`config.mk`:
```
export PLATFORM = sky130hd
export DESIGN_NAME = axi_register_bank
export DESIGN_NICKNAME = d
export VERILOG_FILES = /design/src/rtl/axi_register_bank.sv
export SDC_FILE = /design/constraint.sdc
export NUM_CORES = 1
export LEC_CHECK = 0
export CELL_PAD_IN_SITES_DETAIL_PLACEMENT = 1
export CELL_PAD_IN_SITES_GLOBAL_PLACEMENT = 2
export CORE_MARGIN = 4
export CORE_UTILIZATION = 28
export CTS_CLUSTER_DIAMETER = 60
export CTS_CLUSTER_SIZE = 30
export DETAILED_ROUTE_END_ITERATION = 10
export PLACE_DENSITY = 0.81
export SYNTH_ARGS = -nofsm -noshare
export SYNTH_HDL_FRONTEND = slang
export SYNTH_SLANG_ARGS = --single-unit
```
`constraint.sdc`:
```
create_clock -name CLK -period 14.3 [get_ports CLK]
set_input_delay 1.43 -clock CLK [delete_from_list [all_inputs] [get_ports CLK]]
set_output_delay 1.43 -clock CLK [all_outputs]
set_load 0.005 [all_outputs]
```
`src/rtl/axi_register_bank.sv`:
```
// ---------------------------------------------------------------------------
// axi_register_bank
//   AXI4-Lite slave exposing REG_COUNT registers of DATA_WIDTH bits inside an
//   address window that starts at BASEADDR. Each register is plain read/write,
//   read-only (RO_MASK) or sticky write-1-to-clear status (W1C_MASK). The
//   hardware side can load (RW/RO) or set bits (W1C) through REG_IN.
//
// Ports
//   CLK, RESET          : sole clock, asynchronous active-high reset
//   AW*/W*/B*           : AXI4-Lite write address, write data, write response
//   AR*/R*              : AXI4-Lite read address, read data
//   REG_IN/REG_IN_VALID : hardware-side update, register i in slice i
//   REG_OUT             : current register contents, register i in slice i
//   REG_OUT_VALID       : one-cycle pulse after a successful AXI write to i
// ---------------------------------------------------------------------------
module axi_register_bank #(
    parameter int                                DATA_WIDTH = 32,
    parameter int                                ADDR_WIDTH = 32,
    parameter int                                REG_COUNT  = 8,
    parameter logic [ADDR_WIDTH-1:0]             BASEADDR   = {ADDR_WIDTH{1'b0}},
    parameter logic [REG_COUNT-1:0]              RO_MASK    = {REG_COUNT{1'b0}},
    parameter logic [REG_COUNT-1:0]              W1C_MASK   = {REG_COUNT{1'b0}},
    parameter logic [REG_COUNT*DATA_WIDTH-1:0]   REG_INIT   = {(REG_COUNT*DATA_WIDTH){1'b0}}
) (
    input  logic                             CLK,
    input  logic                             RESET,
    input  logic [ADDR_WIDTH-1:0]            AWADDR,
    input  logic                             AWVALID,
    output logic                             AWREADY,
    input  logic [DATA_WIDTH-1:0]            WDATA,
    input  logic [DATA_WIDTH/8-1:0]          WSTRB,
    input  logic                             WVALID,
    output logic                             WREADY,
    output logic [1:0]                       BRESP,
    output logic                             BVALID,
    input  logic                             BREADY,
    input  logic [ADDR_WIDTH-1:0]            ARADDR,
    input  logic                             ARVALID,
    output logic                             ARREADY,
    output logic [DATA_WIDTH-1:0]            RDATA,
    output logic [1:0]                       RRESP,
    output logic                             RVALID,
    input  logic                             RREADY,
    input  logic [REG_COUNT*DATA_WIDTH-1:0]  REG_IN,
    input  logic [REG_COUNT-1:0]             REG_IN_VALID,
    output logic [REG_COUNT*DATA_WIDTH-1:0]  REG_OUT,
    output logic [REG_COUNT-1:0]             REG_OUT_VALID
);

    localparam int STRB_W   = DATA_WIDTH / 8;
    localparam int ALSB     = $clog2(STRB_W);
    localparam int IW       = (REG_COUNT > 1) ? $clog2(REG_COUNT) : 1;
    localparam int WIN_BITS = $clog2(REG_COUNT * STRB_W);

    // Address bits below the window size; everything above must match BASEADDR.
    localparam logic [ADDR_WIDTH-1:0] OFFSET_MASK =
        (ADDR_WIDTH'(1'b1) << WIN_BITS) - ADDR_WIDTH'(1'b1);
    localparam logic [8:0] REG_COUNT_W = 9'(REG_COUNT);

    localparam logic [1:0] RESP_OKAY   = 2'b00;
    localparam logic [1:0] RESP_SLVERR = 2'b10;
    localparam logic [1:0] RESP_DECERR = 2'b11;

    // Word index of an address inside the window.
    function automatic logic [IW-1:0] word_index(input logic [ADDR_WIDTH-1:0] addr);
        return addr[ALSB +: IW];
    endfunction

    // True when the address hits an implemented register of this bank.
    function automatic logic in_window(input logic [ADDR_WIDTH-1:0] addr);
        logic [IW-1:0] idx;
        idx = addr[ALSB +: IW];
        return (((addr ^ BASEADDR) & ~OFFSET_MASK) == {ADDR_WIDTH{1'b0}}) &&
               (9'(idx) < REG_COUNT_W);
    endfunction

    // Expand byte strobes into a per-bit mask.
    function automatic logic [DATA_WIDTH-1:0] strb_to_mask(input logic [STRB_W-1:0] strb);
        logic [DATA_WIDTH-1:0] mask;
        mask = {DATA_WIDTH{1'b0}};
        for (int b = 0; b < STRB_W; b++) begin
            mask[b*8 +: 8] = {8{strb[b]}};
        end
        return mask;
    endfunction

    // Write-channel state: AW and W are captured independently until both exist.
    logic                                   aw_held_r;
    logic [ADDR_WIDTH-1:0]                  awaddr_r;
    logic                                   w_held_r;
    logic [DATA_WIDTH-1:0]                  wdata_r;
    logic [STRB_W-1:0]                      wstrb_r;
    logic                                   bvalid_r;
    logic [1:0]                             bresp_r;

    // Read-channel state.
    logic                                   rvalid_r;
    logic [1:0]                             rresp_r;
    logic [DATA_WIDTH-1:0]                  rdata_r;

    // Register storage.
    logic [REG_COUNT-1:0][DATA_WIDTH-1:0]   regs_r;
    logic [REG_COUNT-1:0][DATA_WIDTH-1:0]   regs_next_s;
    logic [REG_COUNT-1:0]                   reg_out_valid_r;
    logic [REG_COUNT-1:0]                   reg_out_valid_next_s;

    logic                                   awready_s;
    logic                                   wready_s;
    logic                                   arready_s;
    logic                                   aw_hs_s;
    logic                                   w_hs_s;
    logic                                   ar_hs_s;
    logic                                   commit_s;
    logic                                   wr_ok_s;
    logic [ADDR_WIDTH-1:0]                  wr_addr_s;
    logic [DATA_WIDTH-1:0]                  wr_data_s;
    logic [STRB_W-1:0]                      wr_strb_s;
    logic [DATA_WIDTH-1:0]                  wr_mask_s;
    logic [IW-1:0]                          wr_idx_s;
    logic [1:0]                             wr_resp_s;
    logic [IW-1:0]                          rd_idx_s;
    logic [1:0]                             rd_resp_s;
    logic [DATA_WIDTH-1:0]                  rd_word_s;

    assign AWREADY       = awready_s;
    assign WREADY        = wready_s;
    assign ARREADY       = arready_s;
    assign BVALID        = bvalid_r;
    assign BRESP         = bresp_r;
    assign RVALID        = rvalid_r;
    assign RRESP         = rresp_r;
    assign RDATA         = rdata_r;
    assign REG_OUT       = regs_r;
    assign REG_OUT_VALID = reg_out_valid_r;

    // Ready generation: a pending write response stalls both write channels.
    always_comb begin
        awready_s = ~aw_held_r & ~bvalid_r & ~RESET;
        wready_s  = ~w_held_r  & ~bvalid_r & ~RESET;
        arready_s = ~rvalid_r  & ~RESET;
        aw_hs_s   = AWVALID & awready_s;
        w_hs_s    = WVALID  & wready_s;
        ar_hs_s   = ARVALID & arready_s;
    end

    // Write decode: use the held copy if present, otherwise the live handshake.
    always_comb begin
        if (aw_held_r) begin
            wr_addr_s = awaddr_r;
        end else begin
            wr_addr_s = AWADDR;
        end
        if (w_held_r) begin
            wr_data_s = wdata_r;
            wr_strb_s = wstrb_r;
        end else begin
            wr_data_s = WDATA;
            wr_strb_s = WSTRB;
        end
        commit_s = (aw_held_r | aw_hs_s) & (w_held_r | w_hs_s);
        wr_idx_s = word_index(wr_addr_s);
        if (!in_window(wr_addr_s)) begin
            wr_resp_s = RESP_DECERR;
        end else if (RO_MASK[wr_idx_s]) begin
            wr_resp_s = RESP_SLVERR;
        end else begin
            wr_resp_s = RESP_OKAY;
        end
        wr_ok_s   = commit_s & (wr_resp_s == RESP_OKAY);
        wr_mask_s = strb_to_mask(wr_strb_s);
    end

    // Next register values: AXI write wins on RW, hardware set wins on W1C.
    always_comb begin
        logic                  wr_hit;
        logic [DATA_WIDTH-1:0] hw_word;
        logic [DATA_WIDTH-1:0] clr_bits;
        logic [DATA_WIDTH-1:0] set_bits;
        regs_next_s          = regs_r;
        reg_out_valid_next_s = {REG_COUNT{1'b0}};
        wr_hit               = 1'b0;
        hw_word              = {DATA_WIDTH{1'b0}};
        clr_bits             = {DATA_WIDTH{1'b0}};
        set_bits             = {DATA_WIDTH{1'b0}};
        for (int i = 0; i < REG_COUNT; i++) begin
            wr_hit  = wr_ok_s && (wr_idx_s == IW'(i));
            hw_word = REG_IN[i*DATA_WIDTH +: DATA_WIDTH];
            if (wr_hit) begin
                clr_bits = wr_data_s & wr_mask_s;
            end else begin
                clr_bits = {DATA_WIDTH{1'b0}};
            end
            if (REG_IN_VALID[i]) begin
                set_bits = hw_word;
            end else begin
                set_bits = {DATA_WIDTH{1'b0}};
            end
            if (W1C_MASK[i]) begin
                regs_next_s[i] = (regs_r[i] & ~clr_bits) | set_bits;
            end else if (wr_hit) begin
                regs_next_s[i] = (regs_r[i] & ~wr_mask_s) | (wr_data_s & wr_mask_s);
            end else if (REG_IN_VALID[i]) begin
                regs_next_s[i] = hw_word;
            end else begin
                regs_next_s[i] = regs_r[i];
            end
            if (wr_hit && (wr_strb_s != {STRB_W{1'b0}})) begin
                reg_out_valid_next_s[i] = 1'b1;
            end else begin
                reg_out_valid_next_s[i] = 1'b0;
            end
        end
    end

    // Read decode: out-of-window reads return zero with DECERR.
    always_comb begin
        rd_idx_s = word_index(ARADDR);
        if (in_window(ARADDR)) begin
            rd_word_s = regs_r[rd_idx_s];
            rd_resp_s = RESP_OKAY;
        end else begin
            rd_word_s = {DATA_WIDTH{1'b0}};
            rd_resp_s = RESP_DECERR;
        end
    end

    // Write channel: capture AW/W, commit when both present, hold response until BREADY.
    always_ff @(posedge CLK or posedge RESET) begin
        if (RESET) begin
            aw_held_r <= 1'b0;
            awaddr_r  <= {ADDR_WIDTH{1'b0}};
            w_held_r  <= 1'b0;
            wdata_r   <= {DATA_WIDTH{1'b0}};
            wstrb_r   <= {STRB_W{1'b0}};
            bvalid_r  <= 1'b0;
            bresp_r   <= 2'b00;
        end else begin
            if (commit_s) begin
                aw_held_r <= 1'b0;
                w_held_r  <= 1'b0;
                bresp_r   <= wr_resp_s;
            end else begin
                if (aw_hs_s) begin
                    aw_held_r <= 1'b1;
                    awaddr_r  <= AWADDR;
                end
                if (w_hs_s) begin
                    w_held_r <= 1'b1;
                    wdata_r  <= WDATA;
                    wstrb_r  <= WSTRB;
                end
            end
            if (commit_s) begin
                bvalid_r <= 1'b1;
            end else if (bvalid_r && BREADY) begin
                bvalid_r <= 1'b0;
            end
        end
    end

    // Register storage and write-notification pulse.
    always_ff @(posedge CLK or posedge RESET) begin
        if (RESET) begin
            regs_r          <= REG_INIT;
            reg_out_valid_r <= {REG_COUNT{1'b0}};
        end else begin
            regs_r          <= regs_next_s;
            reg_out_valid_r <= reg_out_valid_next_s;
        end
    end

    // Read channel: sample register value at AR handshake, hold until RREADY.
    always_ff @(posedge CLK or posedge RESET) begin
        if (RESET) begin
            rvalid_r <= 1'b0;
            rdata_r  <= {DATA_WIDTH{1'b0}};
            rresp_r  <= 2'b00;
        end else if (ar_hs_s) begin
            rvalid_r <= 1'b1;
            rdata_r  <= rd_word_s;
            rresp_r  <= rd_resp_s;
        end else if (rvalid_r && RREADY) begin
            rvalid_r <= 1'b0;
        end
    end

endmodule

```
======== After elaboration in Yosys (flattened, before gate mapping) ========
Memories as Yosys holds them, arrays and structs flattened.
Cells that the tools add are included.
cells by class
  muxes and demuxes ....................... 42
  equality and inequality tests ........... 7
  reductions and logical operators ........ 37
  magnitude comparators ................... 2
  bitwise gates (word level) .............. 36
operators with widths
  operator            count
  $mux 32             20
  $and 32x32->32      9
  $or 32x32->32       8
  $bmux 32 s3         1
  $logic_not 32->1    2
  $not 32->32         1
  $reduce_bool 2->1   12
  $logic_and 1x1->1   18
  $mux 1              17
  $eq 3x3->1 const B  4
  $and 1x1->1         10
  $lt 3x4->1 const B  2
  $eq 3x2->1 const B  2
  $mux 2              3
  $not 1->1           6
  $mux 4              1
  $reduce_and 2->1    2
  $reduce_bool 4->1   1
  $eq 3x1->1 const B  1
  $logic_not 3->1     1
  $logic_not 2->1     1
  $or 1x1->1          2
word-level totals
  flip-flop bits (word level) ............. 372
  logic and storage cells ................. 144
  memories kept ........................... 1
  output and inout port bits .............. 305
  ROM bits ................................ 8
memories
  memory           words  bits a word  read ports  clocked after memory_dff  write ports  line  text
  (no name shown)  8      1            1           0                         0            164   end else if (RO_MASK[wr_idx_s]) begin

======== Longest topological paths before layout ========
Gate-level depths: netlist of the first run.
  depth after elaboration ................. 10
  depth in mapped cells ................... 10

======== Least setup slack after synthesis of the first run ========
OpenSTA, ideal clock, no wires.
  path kind ............................... in2reg
  start point ............................. input port RESET
  end point ............................... register (tool-made name)
  setup time .............................. 0.123 ns
  stages .................................. 8
  slack ................................... 10.498 ns
  data arrival time ....................... 3.680 ns
  cell sequence ........................... nor3b_1 o22ai_1 a221o_1 buf_2 buf_2 nor4_4 mux2_4 o221a_2
RTL lines
  item         line  text
  from (decl)  26    input logic RESET,

==> impl_metrics.csv, run 1 <==
group,metric,value,unit
critical_path,cp_cell_sequence,"clkdlybuf4s50_1 -> nor3b_1 -> o22ai_1 -> a221o_1 -> nor4_4 -> buf_4 -> nand2b_2 -> buf_4 -> o221a_2",
routing,wl_per_cell,32.60,µm
critical_path,crit_fanout,36,
final_layout,fin_cells,2956,
placement,dpl.hpwl,69050,µm
sta,finalSetupTns,0,ns
floorplanning,die_h,261.0,µm
floorplanning,die_area,68100,µm²
clocking,cts_setup_buffers,0,
floorplanning,io-pin-count,676,
sta,max_freq,186.9,MHz
yosys,async_flop_share,100.0,%
placement,gp_congestion,0.8946,
critical_path,crit_slowest_cell,"a221o_1",
sta,period_minus_slack,5.352,ns
flow_run,max-cap-violations,0,
clocking,clkTransAtPathRegs,0.07,ns
clocking,clkSinkCount,368,
yosys,ys_ff_latch,368,
routing,drc,0,
sta,final-setup-viol-count,0,
critical_path,endpoint_kind,"flip-flop",
grt,grt_max_degree,171,
yosys,synthCells,1405,
yosys,seq_area_frac_synth,51.40,%
clocking,clockBufferDepth,3,
routing,drtIter0Drc,1292,
clocking,tritoncts,"built",
sta,slew_headroom,7.198,%
critical_path,max_stage_delay,0.69,ns
floorplanning,die_w,261.0,µm
sta,hold_ws,0.4870,ns
final_layout,drive_above_1_share,26.97,%
critical_path,cpMostUsedCell,"buf_4",
yosys,yosysUniqueCellTypes,39,
critical_path,path_class,"primary input to flip-flop",
yosys,avgSynthCellArea,12.75,µm²
floorplanning,initial_utilization,28.35,%
floorplanning,rows,92,
power,total_power,3.377,mW
power,p_leak,10.11,nW
worst_hold_path,hp-class,"flip-flop to flip-flop",
sta,tightest_slew,1.384,ns
critical_path,crit_arrival,5.85,ns
clocking,htree_levels,2,
clocking,cts-root-buf,"clkbuf_16",
sta,timing.final.crit_share,37.42,%
critical_path,crit_path_start_kind,"primary input",
grt,antenna_found_initial,22,
power,power_density,124.6,nW/µm²
routing,num_vias,16600,
outcome,status,"completed",
sta,finClkSkew,0.03501,ns
placement,dp_cells,2864,
placement,io_buffers,671,
routing,vias_per_cell,5.616,
final_layout,nets,2433,
floorplanning,coreArea,63200,µm²
grt,globalRouteTotalUtil,27.08,%
routing,antenna_left,0,
grt,gr-total-overflow,0,
clocking,cts_buffers,42,
routing,wirelength,96360,µm
grt,grt_pass1_vias,17980,
power,peakVddDrop,0.1018,mV
clocking,insertion_delay,0.58,ns
clocking,cts_hold_buf,0,
yosys,ys_warn_count,0,
yosys,synth_area,17920,µm²
yosys,synth_edf_count,0,
sta,hold_violations,0,
final_layout,area_growth,51.23,%
clocking,ctsResizeCount,0,
yosys,syn_nets,1776,
sta,slew_violations,0,
critical_path,required,14.80,ns
yosys,synthFlopType,"dfrtp_1",
sta,rsz0062_at_grt,"false",
routing,dr.pass1.iters,5,
grt,grt_pass1_wl,134300,µm
## critical path: cells and delay by family
family                 cells  cell delay (ns)
AOI/OAI and AO/OA          3             1.20
and+or+nand+nor            3             1.42
buffers and inverters      3             1.69
## area by class of cell
cell class | count | area [µm²]
inverters | 7 | 33.78
well taps | 846 | 1059
multi-input cells | 936 | 8324
flip-flops and latches | 368 | 9213
clock inverters | 28 | 301.5
fillers | 6614 | 36100
repair buffers | 707 | 6989
clock buffers | 49 | 1139
diodes | 15 | 37.54
## worst paths after layout
| check | slack, ns | depth (start not counted) | end | start |
|---|---|---|---|---|
| max reg2reg | 9.92 | 8 | flip-flop | aw_held_r |
| max | 8.95 | 9 | flip-flop | RESET |
| max in group asynchronous | 10.99 | 3 | asynchronous set/reset pin | RESET |
| min in group asynchronous | 1.54 | 2 | RVALID | RESET |
| min | 0.49 | 2 | RDATA[5] | RDATA[5] |
| min reg2reg | 0.49 | 2 | RDATA[5] | RDATA[5] |
## synth_stat cells, types with 3 or more instances
library cell / n / area share, %
o21ai_0: 35 / 0.98
nor3_1: 5 / 0.14
buf_2: 28 / 0.78
nor4_4: 8 / 0.95
inv_1: 7 / 0.15
or4_1: 8 / 0.34
buf_1: 11 / 0.23
o221a_2: 256 / 16
a211oi_1: 32 / 1.3
dfrtp_1: 368 / 51
mux2_4: 4 / 0.34
nor2_1: 13 / 0.27
buf_6: 3 / 0.19
mux4_2: 64 / 8.0
clkbuf_1: 50 / 1.0
nand2b_1: 15 / 0.52
mux2_2: 98 / 6.2
nand3b_1: 3 / 0.13
mux2i_1: 37 / 2.1
nor2b_1: 33 / 1.2
nand2_1: 286 / 6.0
nor4_1: 19 / 0.66
## power breakdown
part	switching [mW]	internal (mW)	total [mW]
clock	0.525	0.617	1.14
combinational	0.430	0.456	0.886
sequential	0.145	1.20	1.35
total	1.10	2.28	3.38
## placed cells by master, fill, tap and decap left out, types with 4 or more instances in the layout
cell type,count
clkinvlp_4,6
mux4_2,64
clkbuf_16,43
or4_1,8
inv_6,10
nand2b_2,7
a211oi_2,6
nor4_4,8
mux2_4,4
dfrtp_1,367
buf_4,37
inv_1,6
nor2b_1,33
nand2b_1,8
clkbuf_8,4
inv_8,6
mux2i_1,36
a211oi_1,26
nor3_1,5
nor2_1,13
o221a_2,256
o21ai_0,35
nand2_1,285
clkdlybuf4s50_1,668
nor4_1,18
diode_2,15
mux2_2,98
## kinds of logic (layout without fill, tap and decap cells)
| kind of cell | after synthesis | count (layout) | synth area share (%) |
|---|---|---|---|
| compound gates | 333 | 333 | 18.91 |
| mux | 203 | 203 | 16.61 |
| buf+inv | 101 | 791 | 2.479 |
| flops | 368 | 368 | 51.40 |
| simple gates | 400 | 400 | 10.61 |
| other cells | 0 | 15 | 0 |
## through the flow
| stage | utilization [%] | setup WS [ns] | area [µm²] |
|---|---|---|---|
| final | 42.88 | 8.948 | 27100 |
| after global routing | 42.86 | 8.793 | 27080 |
| after CTS | 42.82 | 9.057 | 27060 |
| after detailed placement | 40.54 | 8.427 | 25620 |
| after global placement | 40.54 | 8.563 | 25620 |
| after floorplan | - | 2.653 | 17920 |
## layer usage
metal	vias to the layer above	wire length [µm]	part of all wire [%]	track usage, %
met5	-	104	0.11	0
met4	18	3253	3.4	9.468
met3	205	8344	8.7	7.591
met2	825	46900	49	45.58
met1	8694	37750	39	33.50
li1	6859	-	-	-
Note: power is estimated with default switching activity, not from simulation.
==> run 2, diff against run 1 <==
==> constraint.sdc (replaced) <==
create_clock -name CLK -period 5.6 [get_ports CLK]
set_input_delay 0.56 -clock CLK [delete_from_list [all_inputs] [get_ports CLK]]
set_output_delay 0.56 -clock CLK [all_outputs]
set_load 0.005 [all_outputs]
==> run 2 against run 1 <==
Against the previous run: non-clock buffer count rose by 16; utilization rose by 0.091 points; critical path depth fell by 1; final cell count rose by 0.41%; final area rose by 0.21%; clock skew fell by 0.0049 ns; via count fell by 0.16%; wire length fell by 0.94%; count of clock-buffer cells in the layout fell by 4.
==> impl_metrics.csv, run 2 (synthesis results as in run 1) <==
group,metric,value,unit
outcome,status,"completed",
critical_path,critPathLaunch,"aw_held_r",
sta,max_freq,247.6,MHz
routing,wirelength,95450,µm
final_layout,multiInputGateArea,8314,µm²
floorplanning,die_h,261.0,µm
clocking,clockBufferDepth,3,
critical_path,required,6.05,ns
grt,gr-total-overflow,0,
sta,tightest_slew,1.420,ns
routing,vias_per_cell,5.585,
sta,slew_violations,0,
routing,dr.pass1.iters,5,
clocking,cts_hold_buf,0,
sta,final-setup-viol-count,0,
worst_hold_path,hp-class,"flip-flop to flip-flop",
grt,use_met1,33.24,%
routing,antenna_left,0,
grt,grt_max_degree,145,
sta,layout_setup_ws,1.562,ns
routing,wl_per_cell,32.16,µm
final_layout,design_area,27150,µm²
floorplanning,initial_utilization,28.35,%
grt,grt_pass1_vias,18070,
final_layout,mostFrequentLayoutCells,"clkdlybuf4s50_1, dfrtp_1, nand2_1",
clocking,clkTransAtPathRegs,0.08,ns
critical_path,rr_worst_depth,8,
floorplanning,die_w,261.0,µm
grt,globalRouteTotalUtil,26.83,%
floorplanning,die_area,68100,µm²
grt,use_met3,6.479,%
final_layout,final_common_cell,"clkdlybuf4s50_1",
placement,pre_cts_slack,1.046,ns
sta,finalSetupTns,0,ns
critical_path,path_class,"flip-flop to flip-flop",
routing,num_vias,16580,
clocking,insertion_delay,0.58,ns
placement,placed_area,25760,µm²
final_layout,area_growth,51.55,%
grt,use_met2,45.87,%
sta,finClkSkew,0.03013,ns
final_layout,regArea,9213,µm²
sta,timing.final.crit_share,72.12,%
final_layout,drive_above_1_share,27.29,%
floorplanning,io-pin-count,676,
grt,antenna_found_initial,18,
clocking,clkSinkCount,368,
critical_path,endpoint_kind,"flip-flop",
routing,drtIter0Drc,1138,
critical_path,crit_path_start_kind,"flip-flop",
clocking,cts_buffers,40,
critical_path,reg2reg_from,"aw_held_r",
sta,rsz0062_at_grt,"false",
grt,busiest_layer,"met2",
clocking,cts-root-buf,"clkbuf_16",
power,p_leak,10.17,nW
placement,dpl.hpwl,70510,µm
clocking,htree_levels,2,
sta,period_minus_slack,4.038,ns
clocking,ctsResizeCount,0,
clocking,tritoncts,"built",
sta,hold_violations,0,
power,power_density,312.1,nW/µm²
final_layout,nets,2447,
power,peakVddDrop,0.1628,mV
final_layout,fill_cells,6657,
critical_path,rrSetupSlack,1.56,ns
grt,grt_pass1_wl,133000,µm
sta,slew_headroom,4.771,%
placement,io_buffers,671,
routing,drc,0,
floorplanning,rows,92,
floorplanning,coreArea,63200,µm²
critical_path,crit_arrival,4.49,ns
critical_path,crit_fanout,35,
clocking,cts_setup_buffers,0,
placement,gp_congestion,0.9090,
flow_run,max-cap-violations,0,
-- run 2: per-layer routing --
metal / wire length [µm] / share of wire [%]
met3: 6970 / 7.3
met4: 3098 / 3.2
met2: 47120 / 49
met5: 102 / 0.11
met1: 38160 / 40
-- run 2: worst min-delay path by stage --
| stage | from | cells after the start | end |
|---|---|---|---|
| global placement | RDATA[3] | 2 | RDATA[3] |
| detailed placement | RDATA[10] | 2 | RDATA[10] |
| global route | RDATA[8] | 2 | RDATA[8] |
| CTS | RDATA[10] | 2 | RDATA[10] |
| floorplan | awaddr_r[5] | 1 | awaddr_r[5] |
| finish | RDATA[24] | 2 | RDATA[24] |
-- run 2: critical path: stages (launching register included) --
cell,delay [ns]
dfrtp_1,0.77
nor4b_1,0.34
nand2_1,0.10
a221o_1,0.64
buf_4,0.31
nor4_4,0.29
buf_4,0.59
mux2_2,0.55
o221a_2,0.30
-- run 2: cell type report --
class                      instances  area share, %
tap                              846          3.898
antenna                           15         0.1382
inverter                           7         0.1106
clock buffer                      45          3.907
clock inverter                    28          1.078
timing repair buffer             723          26.32
multi-input combinational        936          30.62
sequential                       368          33.93
-- run 2: report_power, final --
part           internal [mW]  total [mW]  switching [mW]  leakage (nW)
Combinational           1.17        2.29            1.12          5.24
Sequential              3.07        3.41           0.340          4.27
Clock                   1.44        2.77            1.32         0.658
Total                   5.69        8.48            2.78          10.2
-- run 2: per-stage QoR --
stage                     cells  hold WS (ns)  utilization [%]  power [mW]
after floorplan            1405        0.4710                -       4.429
after global placement     2880        0.4638            40.77       5.656
after detailed placement   2880        0.4691            40.77       5.747
after CTS                  2953        0.4836            42.91       8.535
after global routing       2962        0.5043            42.94       8.826
final                      2968        0.4865            42.97       8.475
==> run 3, diff against run 2 <==
--- a/config.mk
+++ b/config.mk
@@ -8,11 +8,11 @@
 export CELL_PAD_IN_SITES_DETAIL_PLACEMENT = 1
 export CELL_PAD_IN_SITES_GLOBAL_PLACEMENT = 2
 export CORE_MARGIN = 4
-export CORE_UTILIZATION = 28
+export CORE_UTILIZATION = 25
 export CTS_CLUSTER_DIAMETER = 60
 export CTS_CLUSTER_SIZE = 30
 export DETAILED_ROUTE_END_ITERATION = 10
-export PLACE_DENSITY = 0.81
+export PLACE_DENSITY = 0.77
 export SYNTH_ARGS = -nofsm -noshare
 export SYNTH_HDL_FRONTEND = slang
 export SYNTH_SLANG_ARGS = --single-unit
==> constraint.sdc (replaced) <==
create_clock -name CLK -period 3.4 [get_ports CLK]
set_input_delay 0.34 -clock CLK [delete_from_list [all_inputs] [get_ports CLK]]
set_output_delay 0.34 -clock CLK [all_outputs]
set_load 0.005 [all_outputs]
==> run 3 against run 2 <==
Against the previous run: combinational power up 75%; flip-flop and latch count did not move; sequential power increased by 65%; fmax is 31% higher; first-iteration DRC count is the same; die area grew 12%; final cell count up 5.7%; critical path depth up 1; sequential share of layout area decreased by 1.3 points.
==> impl_metrics.csv, run 3 (synthesis results as in run 1) <==
group,metric,value,unit
critical_path,rr_worst_depth,9,
clocking,htree_levels,2,
final_layout,regArea,9213,µm²
grt,grt_max_degree,133,
floorplanning,io-pin-count,676,
critical_path,cpMostUsedCell,"buf_12",
critical_path,crit_slowest_cell,"mux2_2",
placement,pre_cts_slack,0.02053,ns
sta,slew_headroom,18.73,%
sta,slew_violations,0,
grt,use_met2,41.77,%
critical_path,crit_arrival,3.54,ns
grt,gr-total-overflow,0,
clocking,clkTransAtPathRegs,0.06,ns
sta,period_minus_slack,3.083,ns
floorplanning,die_w,275.7,µm
final_layout,fin_cells,3138,
power,power_density,528.3,nW/µm²
final_layout,multiInputGateArea,8293,µm²
grt,grt_pass1_vias,18060,
critical_path,endpoint_kind,"flip-flop",
critical_path,required,3.86,ns
clocking,cts_hold_buf,0,
sta,rsz0062_at_grt,"false",
clocking,clockBufferDepth,3,
grt,antenna_found_initial,28,
final_layout,nets,2512,
sta,finalSetupTns,0,ns
clocking,insertion_delay,0.59,ns
grt,use_met3,6.711,%
routing,wl_per_cell,31.08,µm
critical_path,critPathBufInv,3,
worst_hold_path,hp-class,"primary input to asynchronous set/reset pin",
sta,max_freq,324.4,MHz
power,peakVddDrop,0.3404,mV
sta,layout_setup_ws,0.3171,ns
routing,vias_per_cell,5.344,
clocking,cts_buffers,46,
critical_path,reg2reg_from,"aw_held_r",
critical_path,critical_path.top_delay_family,"simple AND/OR/NAND/NOR gates",
placement,dpl.hpwl,73550,µm
routing,dr.pass1.iters,5,
floorplanning,die_area,76020,µm²
final_layout,mostFrequentLayoutCells,"clkdlybuf4s50_1, dfrtp_1, nand2_1",
clocking,clkSinkCount,368,
floorplanning,die_h,275.7,µm
routing,drtIter0Drc,1138,
routing,antenna_left,0,
critical_path,rrSetupSlack,0.32,ns
grt,use_met1,29.60,%
floorplanning,initial_utilization,25.41,%
power,total_power,14.91,mW
grt,grt_pass1_wl,134500,µm
outcome,status,"completed",
placement,io_buffers,671,
sta,tightest_slew,1.212,ns
power,p_leak,10.69,nW
floorplanning,coreArea,70510,µm²
sta,timing.final.crit_share,90.67,%
clocking,ctsResizeCount,0,
clocking,cts_setup_buffers,0,
final_layout,area_growth,57.51,%
clocking,cts-root-buf,"clkbuf_16",
routing,drc,0,
critical_path,crit_fanout,17,
critical_path,cp_cell_sequence,"buf_4 -> nor4b_1 -> nand2_1 -> a221o_1 -> buf_12 -> nor4_4 -> buf_12 -> mux2_2 -> o221a_2",
grt,busiest_layer,"met2",
critical_path,path_class,"flip-flop to flip-flop",
routing,wirelength,97540,µm
critical_path,crit_path_start_kind,"flip-flop",
final_layout,final_common_cell,"clkdlybuf4s50_1",
placement,gp_congestion,0.8615,
grt,globalRouteTotalUtil,24.53,%
clocking,tritoncts,"built",
critical_path,max_stage_delay,0.51,ns
floorplanning,rows,97,
placement,dp_cells,3033,
final_layout,fill_cells,7451,
flow_run,max-cap-violations,0,
routing,num_vias,16770,
sta,finClkSkew,0.02334,ns
sta,final-setup-viol-count,0,
sta,hold_violations,0,
final_layout,drive_above_1_share,29.48,%
==> run 3: cell count changes in the layout (fill, tap and decap cells not counted), moves of 3 or more <==
cell	change
a211oi_1	+3
a211oi_2	-3
buf_12	+19
buf_4	+40
clkbuf_16	+6
clkinv_4	+4
diode_2	+5
inv_8	-3
==> run 3: layout make-up <==
class / count / share of cell area [%]
Sequential cell: 368 / 32.64
Clock inverter: 33 / 1.445
Multi-Input combinational cell: 936 / 29.38
Timing Repair Buffer: 782 / 27.74
Clock buffer: 52 / 4.340
Tap cell: 940 / 4.167
Inverter: 7 / 0.1064
Antenna cell: 20 / 0.1773
==> run 3: worst max path at each step <==
stage | startpoint | to | slack, ns | cells after the start
final | aw_held_r | flip-flop | 0.32 | 9
after global routing | aw_held_r | flip-flop | 0.09 | 11
after CTS | aw_held_r | flip-flop | 0.20 | 11
after detailed placement | RESET | flip-flop | 0.02 | 11
after global placement | AWADDR[26] | flip-flop | 0.07 | 9
after floorplan | RESET | BRESP[0] | -1.88 | 1
==> run 3: through the flow <==
step	util, %	hold WS (ns)	instance area, µm²
3_3_place_gp	37.64	0.4651	26540
2_1_floorplan	-	0.4364	17920
4_1_cts	39.95	0.2386	28170
6_report	40.02	0.2759	28220
5_1_grt	40.01	0.2827	28210
3_5_place_dp	37.64	0.4735	26540
==> run 3: routing by layer <==
metal | wire length, µm | share of wire, % | vias to the layer above
met5 | 106 | 0.11 | -
met2 | 48010 | 49 | 809
met4 | 3470 | 3.6 | 16
li1 | - | - | 7035
met1 | 38170 | 39 | 8711
met3 | 7777 | 8.0 | 198
==> run 3: worst register-to-register path: cells and delay by family, from the launching register on <==
family,cells,cell delay (ns)
flip-flops,1,0.43
AND/OR/NAND/NOR,3,0.72
AO/OA/AOI/OAI,2,0.73
buffers and inverters,3,0.58
multiplexers,1,0.51
==> run 3: power breakdown <==
part           internal [mW]  switching [mW]  leakage (nW)
combinational           2.09            1.91          5.62
sequential              5.06           0.544          4.27
clock                   2.90            2.40         0.797
